`src/rtl/dcache_pkg.sv`:
```
// Shared types and constants for the direct-mapped write-back data cache.
package dcache_pkg;

  localparam int unsigned ADDR_W    = 32;
  localparam int unsigned WORD_W    = 32;
  localparam int unsigned OFFSET_W  = 2;
  localparam int unsigned BLOCK_W   = 128;
  // Byte offset bits inside one block (word offset plus byte-in-word).
  localparam int unsigned BLK_OFF_W = OFFSET_W + 2;
  // Widest tag any legal LINES setting can need; narrower tags are zero-extended.
  localparam int unsigned TAG_MAX_W = ADDR_W - BLK_OFF_W;

  typedef enum logic [1:0] {
    StIdle,
    StWriteback,
    StAllocate,
    StRefill
  } state_e;

  typedef struct packed {
    logic                 valid;
    logic                 dirty;
    logic [TAG_MAX_W-1:0] tag;
  } line_meta_t;

  // Select one 32-bit word out of a block; word 0 sits in the low bits.
  function automatic logic [WORD_W-1:0] get_word(input logic [BLOCK_W-1:0]  blk,
                                                  input logic [OFFSET_W-1:0] off);
    return blk[off*WORD_W +: WORD_W];
  endfunction

endpackage

```
`src/rtl/dcache_array.sv`:
```
// Tag, metadata and data storage: combinational read, synchronous word and block write.
// Only valid/dirty bits are reset; tag and data contents are don't-care until refilled.
module dcache_array
  import dcache_pkg::*;
#(
  parameter int unsigned LINES = 16
) (
  input  logic                       clk_i,
  input  logic                       rst_i,
  input  logic [$clog2(LINES)-1:0]   idx_i,
  output line_meta_t                 rd_meta_o,
  output logic [BLOCK_W-1:0]         rd_data_o,
  input  logic                       word_we_i,
  input  logic [OFFSET_W-1:0]        word_off_i,
  input  logic [WORD_W-1:0]          word_data_i,
  input  logic                       blk_we_i,
  input  logic [TAG_MAX_W-1:0]       blk_tag_i,
  input  logic [BLOCK_W-1:0]         blk_data_i
);

  logic [LINES-1:0]     valid_q, valid_d;
  logic [LINES-1:0]     dirty_q, dirty_d;
  logic [TAG_MAX_W-1:0] tag_q  [LINES];
  logic [TAG_MAX_W-1:0] tag_d  [LINES];
  logic [BLOCK_W-1:0]   data_q [LINES];
  logic [BLOCK_W-1:0]   data_d [LINES];

  // Next-state for the line arrays; a block fill always leaves the line clean.
  always_comb begin
    valid_d = valid_q;
    dirty_d = dirty_q;
    tag_d   = tag_q;
    data_d  = data_q;
    if (blk_we_i) begin
      valid_d[idx_i] = 1'b1;
      dirty_d[idx_i] = 1'b0;
      tag_d[idx_i]   = blk_tag_i;
      data_d[idx_i]  = blk_data_i;
    end else if (word_we_i) begin
      dirty_d[idx_i] = 1'b1;
      data_d[idx_i][word_off_i*WORD_W +: WORD_W] = word_data_i;
    end
  end

  // Valid/dirty registers with synchronous reset.
  always_ff @(posedge clk_i) begin
    if (rst_i) begin
      valid_q <= '0;
      dirty_q <= '0;
    end else begin
      valid_q <= valid_d;
      dirty_q <= dirty_d;
    end
  end

  // Tag and data storage, never reset.
  always_ff @(posedge clk_i) begin
    tag_q  <= tag_d;
    data_q <= data_d;
  end

  // Combinational read port addressed by the CPU index.
  always_comb begin
    rd_meta_o.valid = valid_q[idx_i];
    rd_meta_o.dirty = dirty_q[idx_i];
    rd_meta_o.tag   = tag_q[idx_i];
    rd_data_o       = data_q[idx_i];
  end

endmodule

```
`src/rtl/dcache_controller.sv`:
```
// Direct-mapped, write-back, write-allocate data cache controller with memory watchdog.
// Optional hit/miss statistics counters are enabled by defining DCACHE_STATS_EN.
module dcache_controller
  import dcache_pkg::*;
#(
  parameter int unsigned LINES       = 16,
  parameter int unsigned MEM_LAT_MAX = 64
) (
  input  logic               clk_i,
  input  logic               rst_i,
  input  logic               cpu_req_i,
  input  logic               cpu_we_i,
  input  logic [ADDR_W-1:0]  cpu_addr_i,
  input  logic [WORD_W-1:0]  cpu_wdata_i,
  output logic [WORD_W-1:0]  cpu_rdata_o,
  output logic               cpu_stall_o,
  output logic               mem_req_o,
  output logic               mem_we_o,
  output logic [ADDR_W-1:0]  mem_addr_o,
  output logic [BLOCK_W-1:0] mem_wdata_o,
  input  logic [BLOCK_W-1:0] mem_rdata_i,
  input  logic               mem_ack_i,
`ifdef DCACHE_STATS_EN
  output logic [31:0]        hit_cnt_o,
  output logic [31:0]        miss_cnt_o,
`endif
  output logic               err_o
);

  localparam int unsigned IDX_W  = $clog2(LINES);
  localparam int unsigned WDOG_W = $clog2(MEM_LAT_MAX + 1);

  state_e               state_q, state_d;
  logic [WDOG_W-1:0]    wdog_q, wdog_d;
  logic                 err_q, err_d;
  logic [BLOCK_W-1:0]   fill_q, fill_d;

  logic [IDX_W-1:0]     cpu_idx;
  logic [OFFSET_W-1:0]  cpu_off;
  logic [TAG_MAX_W-1:0] cpu_tag;
  line_meta_t           meta;
  logic [BLOCK_W-1:0]   line_data;
  logic                 hit;
  logic                 word_we;
  logic                 blk_we;
  logic                 unused_addr_bits;

  assign cpu_idx          = cpu_addr_i[BLK_OFF_W +: IDX_W];
  assign cpu_off          = cpu_addr_i[2 +: OFFSET_W];
  assign cpu_tag          = TAG_MAX_W'(cpu_addr_i >> (BLK_OFF_W + IDX_W));
  assign hit              = meta.valid && (meta.tag == cpu_tag);
  assign unused_addr_bits = ^cpu_addr_i[1:0];

  dcache_array #(
    .LINES (LINES)
  ) u_array (
    .clk_i       (clk_i),
    .rst_i       (rst_i),
    .idx_i       (cpu_idx),
    .rd_meta_o   (meta),
    .rd_data_o   (line_data),
    .word_we_i   (word_we),
    .word_off_i  (cpu_off),
    .word_data_i (cpu_wdata_i),
    .blk_we_i    (blk_we),
    .blk_tag_i   (cpu_tag),
    .blk_data_i  (fill_q)
  );

  // Next-state and outputs; reset forces every output to its idle value.
  always_comb begin
    state_d     = state_q;
    wdog_d      = wdog_q;
    err_d       = err_q;
    fill_d      = fill_q;
    word_we     = 1'b0;
    blk_we      = 1'b0;
    cpu_rdata_o = '0;
    cpu_stall_o = 1'b0;
    mem_req_o   = 1'b0;
    mem_we_o    = 1'b0;
    mem_addr_o  = '0;
    mem_wdata_o = '0;

    unique case (state_q)
      StIdle: begin
        if (cpu_req_i) begin
          if (hit) begin
            cpu_rdata_o = get_word(line_data, cpu_off);
            word_we     = cpu_we_i;
          end else begin
            cpu_stall_o = 1'b1;
            wdog_d      = '0;
            state_d     = (meta.valid && meta.dirty) ? StWriteback : StAllocate;
          end
        end
      end
      StWriteback: begin
        cpu_stall_o = 1'b1;
        mem_req_o   = 1'b1;
        mem_we_o    = 1'b1;
        // Upper tag bits beyond the address width are always zero, so truncation is safe.
        mem_addr_o  = ADDR_W'({meta.tag, cpu_idx, {BLK_OFF_W{1'b0}}});
        mem_wdata_o = line_data;
        if (mem_ack_i) begin
          wdog_d  = '0;
          state_d = StAllocate;
        end else if (wdog_q == WDOG_W'(MEM_LAT_MAX - 1)) begin
          err_d   = 1'b1;
          state_d = StIdle;
        end else begin
          wdog_d = wdog_q + 1'b1;
        end
      end
      StAllocate: begin
        cpu_stall_o = 1'b1;
        mem_req_o   = 1'b1;
        mem_addr_o  = {cpu_addr_i[ADDR_W-1:BLK_OFF_W], {BLK_OFF_W{1'b0}}};
        if (mem_ack_i) begin
          fill_d  = mem_rdata_i;
          state_d = StRefill;
        end else if (wdog_q == WDOG_W'(MEM_LAT_MAX - 1)) begin
          err_d   = 1'b1;
          state_d = StIdle;
        end else begin
          wdog_d = wdog_q + 1'b1;
        end
      end
      StRefill: begin
        cpu_stall_o = 1'b1;
        blk_we      = 1'b1;
        state_d     = StIdle;
      end
      default: state_d = StIdle;
    endcase

    if (rst_i) begin
      word_we     = 1'b0;
      blk_we      = 1'b0;
      cpu_rdata_o = '0;
      cpu_stall_o = 1'b0;
      mem_req_o   = 1'b0;
      mem_we_o    = 1'b0;
      mem_addr_o  = '0;
      mem_wdata_o = '0;
    end
  end

  // Control state with synchronous reset; reset abandons any memory transaction.
  always_ff @(posedge clk_i) begin
    if (rst_i) begin
      state_q <= StIdle;
      wdog_q  <= '0;
      err_q   <= 1'b0;
    end else begin
      state_q <= state_d;
      wdog_q  <= wdog_d;
      err_q   <= err_d;
    end
  end

  // Refill buffer holding the fetched block until it is written into the array.
  always_ff @(posedge clk_i) begin
    fill_q <= fill_d;
  end

  assign err_o = err_q;

`ifdef DCACHE_STATS_EN
  logic [31:0] hit_cnt_q, hit_cnt_d;
  logic [31:0] miss_cnt_q, miss_cnt_d;

  // One count per IDLE request cycle; the re-hit after a refill counts as a hit.
  always_comb begin
    hit_cnt_d  = hit_cnt_q;
    miss_cnt_d = miss_cnt_q;
    if (state_q == StIdle && cpu_req_i) begin
      if (hit) begin
        hit_cnt_d = hit_cnt_q + 32'd1;
      end else begin
        miss_cnt_d = miss_cnt_q + 32'd1;
      end
    end
  end

  // Statistics registers, wrapping naturally at 2^32.
  always_ff @(posedge clk_i) begin
    if (rst_i) begin
      hit_cnt_q  <= '0;
      miss_cnt_q <= '0;
    end else begin
      hit_cnt_q  <= hit_cnt_d;
      miss_cnt_q <= miss_cnt_d;
    end
  end

  assign hit_cnt_o  = hit_cnt_q;
  assign miss_cnt_o = miss_cnt_q;
`endif

endmodule

```
`config.mk`:
```
export PLATFORM = sky130hd
export DESIGN_NAME = dcache_controller
export DESIGN_NICKNAME = d
export VERILOG_FILES = /design/src/rtl/dcache_pkg.sv /design/src/rtl/dcache_array.sv /design/src/rtl/dcache_controller.sv
export SDC_FILE = /design/constraint.sdc
export NUM_CORES = 2
export LEC_CHECK = 0
export BUFFER_PORTS_ARGS = -buffer_cell sky130_fd_sc_hd__buf_2
export CAP_MARGIN = 20
export CORE_MARGIN = 3
export CORE_UTILIZATION = 49
export DETAILED_ROUTE_END_ITERATION = 8
export GPL_TIMING_DRIVEN = 0
export PLACE_DENSITY = 0.66
export SLEW_MARGIN = 20
export SYNTH_ARGS = -nofsm -noshare
export SYNTH_HDL_FRONTEND = slang
export SYNTH_HIERARCHICAL = 1
export SYNTH_SLANG_ARGS = --single-unit
```
`constraint.sdc`:
```
create_clock -name clk_i -period 9.3 [get_ports clk_i]
set_clock_uncertainty 0.2 [all_clocks]
set_input_delay 1.86 -clock clk_i [delete_from_list [all_inputs] [get_ports clk_i]]
set_output_delay 1.86 -clock clk_i [all_outputs]
set_load 0.005 [all_outputs]
```
## Yosys cells after proc, flatten, opt, wreduce, memory -nomap -nowiden

Index checks and enable logic that the tools add are counted.

- Add/subtract/negate cells: 2
- Equality and inequality tests: 8
- Shifts and indexed selects: 3
- Muxes and demuxes: 60
- Reductions and logical operators: 13
- Magnitude comparators: 4
- Bitwise gates (word level): 6

Operator list:

| kind | count |
|---|---|
| bitwise mux 2048 bit | 2 |
| two-way mux 2048 bit | 2 |
| demux 128 bit (select 4 bit) | 2 |
| two-way mux 128 bit | 6 |
| binary-select mux 128 bit (select 4 bit) | 1 |
| bitwise mux 448 bit | 1 |
| two-way mux 32 bit | 5 |
| variable shift 32 x 34 -> 128 bit, first input constant | 1 |
| indexed part select 128 x 8 -> 32 bit | 1 |
| indexed part select 32 x 34 -> 128 bit | 1 |
| binary-select mux 28 bit (select 4 bit) | 1 |
| demux 28 bit (select 4 bit) | 1 |
| two-way mux 28 bit | 3 |
| case mux 32 bit (2 select lines) | 1 |
| two-way mux 7 bit | 5 |
| negator 7 -> 34 bit | 1 |
| two-way mux 16 bit | 2 |
| OR 16 bit | 2 |
| equality test 28 x 24 -> 1 bit | 1 |
| case mux 7 bit (3 select lines) | 1 |
| AND 16 bit | 1 |
| two-way mux 1 bit | 16 |
| inverter 16 bit | 1 |
| two-way mux 2 bit | 6 |
| other kinds (24) | 32 |

- Output and inout bits: 196
- Bits of input ports: 197
- Register bits: 2666
- Word-level logic and storage cells: 134

## Longest topological paths before layout

- Word-level depth: 12
- Gate-level depth with buffers: 17
- Mapped depth without buffers: 11

## Hierarchy

Netlist, hierarchy kept.

By module, submodules not included:

| module | cells an instance | area an instance (µm²) | sequential area each (µm²) | times used |
|---|---|---|---|---|
| dcache_array | 7020 | 114511.1 | 75592.5 | 1 |
| dcache_controller | 540 | 7049.3 | 4043.9 | 1 |

## Least setup slack after synthesis

No wires, ideal clock.

- Kind: input -> register
- Start point: in cpu_addr_i[4]
- End point: reg u_array/data_q[1056] in the netlist's numbering, enable pin
- Buffers on the path: 6
- Arrival time: 6876 ps
- Slack: 1791 ps
- Setup time: 433 ps
- Cell stages on the path: 17
- Data required time: 8667 ps
- Path through: buf_2 > buf_2 > buf_2 > buf_2 > mux4_2 > a22oi_1 > nand2_1 > xor2_1 > nor4_2 > nand4_2 > nor3_1 > nand4_1 > buf_2 > nor2_1 > clkinv_1 > clkbuf_1 > o22ai_1

RTL lines:

| what | line | RTL |
|---|---|---|
| start: declaration | dcache_controller.sv:13 | `input logic [ADDR_W-1:0] cpu_addr_i,` |
| end signal: assignment | dcache_array.sv:59 | `data_q <= data_d;` |
| end: declaration | dcache_array.sv:25 | `logic [BLOCK_W-1:0] data_q [LINES];` |

==> results.yml <==
place:
  place_area_um2: 131000
  dpl.hpwl_um: 340000
  gp_congestion: 0.993
  post-place-ws_ns: -1.55
  port_buffers: 386
power_and_ir_drop:
  power.static_leakage_nw: 38.5
  p_sw_mw: 6.89
  p_sw_frac: 0.253
  p_total_mw: 27.3
  power.share.clock: 0.415
  pwr-share-comb: 0.094
  power_density_nw_per_um2: 193
  intPower_mw: 20.4
  p_seq_frac: 0.491
  vdd_ir_drop_max_uv: 198
floorplanning:
  die_y_um: 504
  core_um2: 246000
  rows: 182
  initial_core_util: 0.493
  chipWidth_um: 504
  die_area_um2: 254000
  pin_count: 393
routing:
  drt_iter0_drc: 15300
  drt.antenna.violating_nets: 0
  drc: 0
  drtPass1Iterations: 7
  routed_wl_um: 485000
  dr_total_vias: 86200
  viasPerCell: 7.11
  wl_per_cell_um: 40.0
critical_path:
  crit_type: "in -> out"
  start_kind: "primary input"
  timing.rr.start: "u_array/tag_q[356]"
  reg2reg_slack_ns: 2.63
  arrival_ns: 7.19
  crit_path_max_fanout: 12
  crit_required_ns: 7.24
  rr_worst_depth: 15
  cp-end-kind: "output pin"
  cp-endpoint: "cpu_rdata_o[3]"
  critPathLaunch: "cpu_addr_i[5]"
  timing.rr.end: "u_array/data_q[336]"
job:
  cap_violations: 0
sta:
  worst_pin_slew_ns: 1.28
  fin_crit_sh: 0.995
  fmax_ghz: 0.108
  slew_headroom: 0.147
  slew_violations: 0
  fin_crit_ns: 9.25
  finalSetupViolations: 0
  rsz0062_at_grt: "false"
  setup_slack_ns: 0.0489
  hold_viol: 0
clock_network:
  clk_pin_slew_worst_paths_ns: 0.07
  clk_latency_ns: 0.98
  cts-buffers-inserted: 302
  cts_tree: "yes"
  cts-root-buf: "clkbuf_16"
  cts_htree_levels: 5
  ctsHoldBuffers: 0
  cts_sinks: 2666
  clock_path_buffers: 4
hold_path:
  hold_path_class: "reg -> reg"
cells_and_area:
  area_delta_synth_final_pct: 16.0
  drive_gt1_frac: 0.231
  layout_commonest_cell: "edfxtp_1"
  post-route-util: 0.573
  num-nets-final: 8645
  mostFrequentLayoutCells: "edfxtp_1 (2624), o2bb2ai_1 (1424), mux4_2 (664)"
  fillers: 19300
  register_area_um2: 79600
  multi_input_area_um2: 38700
  design_area_um2: 141000
global_route:
  grt_max_degree: 48
  grt_usage: 0.373
  grt_pass1_vias: 82400
  antenna_found_initial: 100
  grt_pass1_wl_um: 659000
  grt_remaining_overflow: 0
outcome:
  status: "complete, no violations"
logic_synthesis:
  syn-instance-count: 7560
  synth-main-ff-cell: "edfxtp_1"
  synth.top_cell.area_share: 0.648
  netlist-cell-type-count: 63
  syn_area_per_cell_um2: 16.1
  ys_seq_area_frac: 0.655
  synth_area_leader_cell: "edfxtp_1"
  synth_seq_cells: 2666
  synth_edf_count: 2624
  ys_warn_count: 6
  synth_async_sr_flop_share: 0
  ys_top_cells_by_area: "edfxtp_1 (65%), mux4_2 (12%), o2bb2ai_1 (10%), a22oi_1 (2.1%), nor2_1 (1.8%)"
  netlist_area_um2: 122000
==> cells by family (layout without fill, tap and decap cells) <==
logic type,after synthesis,count (layout),synth area share
xor+xnor,23,23,0.00166
simple gates,1195,1195,0.0444
buf+inv,983,2004,0.0340
mux,666,666,0.123
other cells,1,235,0.0000308
compound gates,2014,2014,0.140
fa+ha+maj,12,12,0.00124
flops,2666,2666,0.655
==> timing repair <==
action                                   CTS  global route
gates cloned                               0             0
buffers inserted                           2             0
resized for setup                          4             2
endpoints found under the setup margin  1348             3
endpoints found under the hold margin      0             0
pin swaps                                  1             0
==> power groups by stage <==
stage	clock network [mW]	logic [mW]	registers, mW
after floorplan	0	1.21	13.6
after global placement	0	2.33	13.7
after detailed placement	0	2.43	13.6
after CTS	11.4	2.43	13.4
after global routing	11.8	2.61	13.4
final	11.3	2.57	13.4
==> cells in the mapped netlist (8+ instances only) <==
library cell	number
o2bb2ai_1	1424
dfxtp_1	42
a21o_1	12
a21oi_1	12
xor2_1	19
edfxtp_1	2624
buf_2	269
inv_1	11
a22oi_1	340
clkbuf_1	529
nor2b_1	43
nand2_1	218
a32oi_1	32
ha_1	12
a22o_1	82
nand3_1	109
nor2_1	586
buf_4	27
a31oi_1	20
buf_1	146
and2_1	137
o21ba_2	16
o22ai_1	28
a2bb2o_1	31
nand2b_1	8
mux4_2	664
nor3_1	38
==> worst max-delay path, cell delays in order <==
cell	delay (ns)
buf_2	0.23
buf_4	0.26
buf_4	0.18
buf_2	0.76
buf_1	0.62
mux4_2	0.42
a22oi_1	0.29
nand2_1	0.24
xor2_1	0.22
nor4_1	0.44
nand4_1	0.34
nor3_1	0.24
nand4_1	0.17
buf_4	0.19
buf_2	0.17
nor2b_1	0.34
buf_2	0.19
==> final cells by class <==
cell class                      instances  share of cell area
Timing Repair Buffer                  505              0.0345
Clock buffer                          374              0.0565
Clock inverter                        142             0.00782
Inverter                               12            0.000319
Multi-Input combinational cell       3978               0.274
Tap cell                             3312              0.0294
Sequential cell                      2666               0.565
Buffer                                971              0.0295
Antenna cell                          167             0.00296
==> metrics by stage <==
step / hold WS [ns] / std cells / TNS (ns)
finish: 0.281 / 12100 / 0
global placement: 0.254 / 11300 / -7566.80
global route: 0.302 / 12000 / 0
floorplan: 0.250 / 7627 / 0
detailed placement: 0.264 / 11400 / -2089.51
CTS: 0.281 / 12000 / 0
==> routing by layer <==
layer  routed length (um)  track usage
met5                  475      0.00113
met4                46700        0.313
met3                73700        0.160
met2               208000        0.522
met1               157000        0.445
==> how the worst min path moves through the flow <==
stage | start | end | slack (ns) | cells after the start
final | wdog_q[1] | wdog_q[1] | 0.28 | 2
after global routing | u_array/valid_q[4] | u_array/valid_q[4] | 0.30 | 1
after CTS | wdog_q[1] | wdog_q[1] | 0.28 | 2
after detailed placement | u_array/valid_q[14] | u_array/valid_q[14] | 0.26 | 1
after global placement | err_o | err_o | 0.25 | 2
after floorplan | wdog_q[6] | wdog_q[6] | 0.25 | 1
==> registers in the layout, summed over array words and instances (netlist names), named ones only <==
register / flops
wdog_q: 7
fill_q: 128
state_q: 2
err_o: 1
u_array/valid_q: 16
u_array/tag_q: 448
u_array/data_q: 2048
Note: power is estimated with default switching activity, not from simulation.
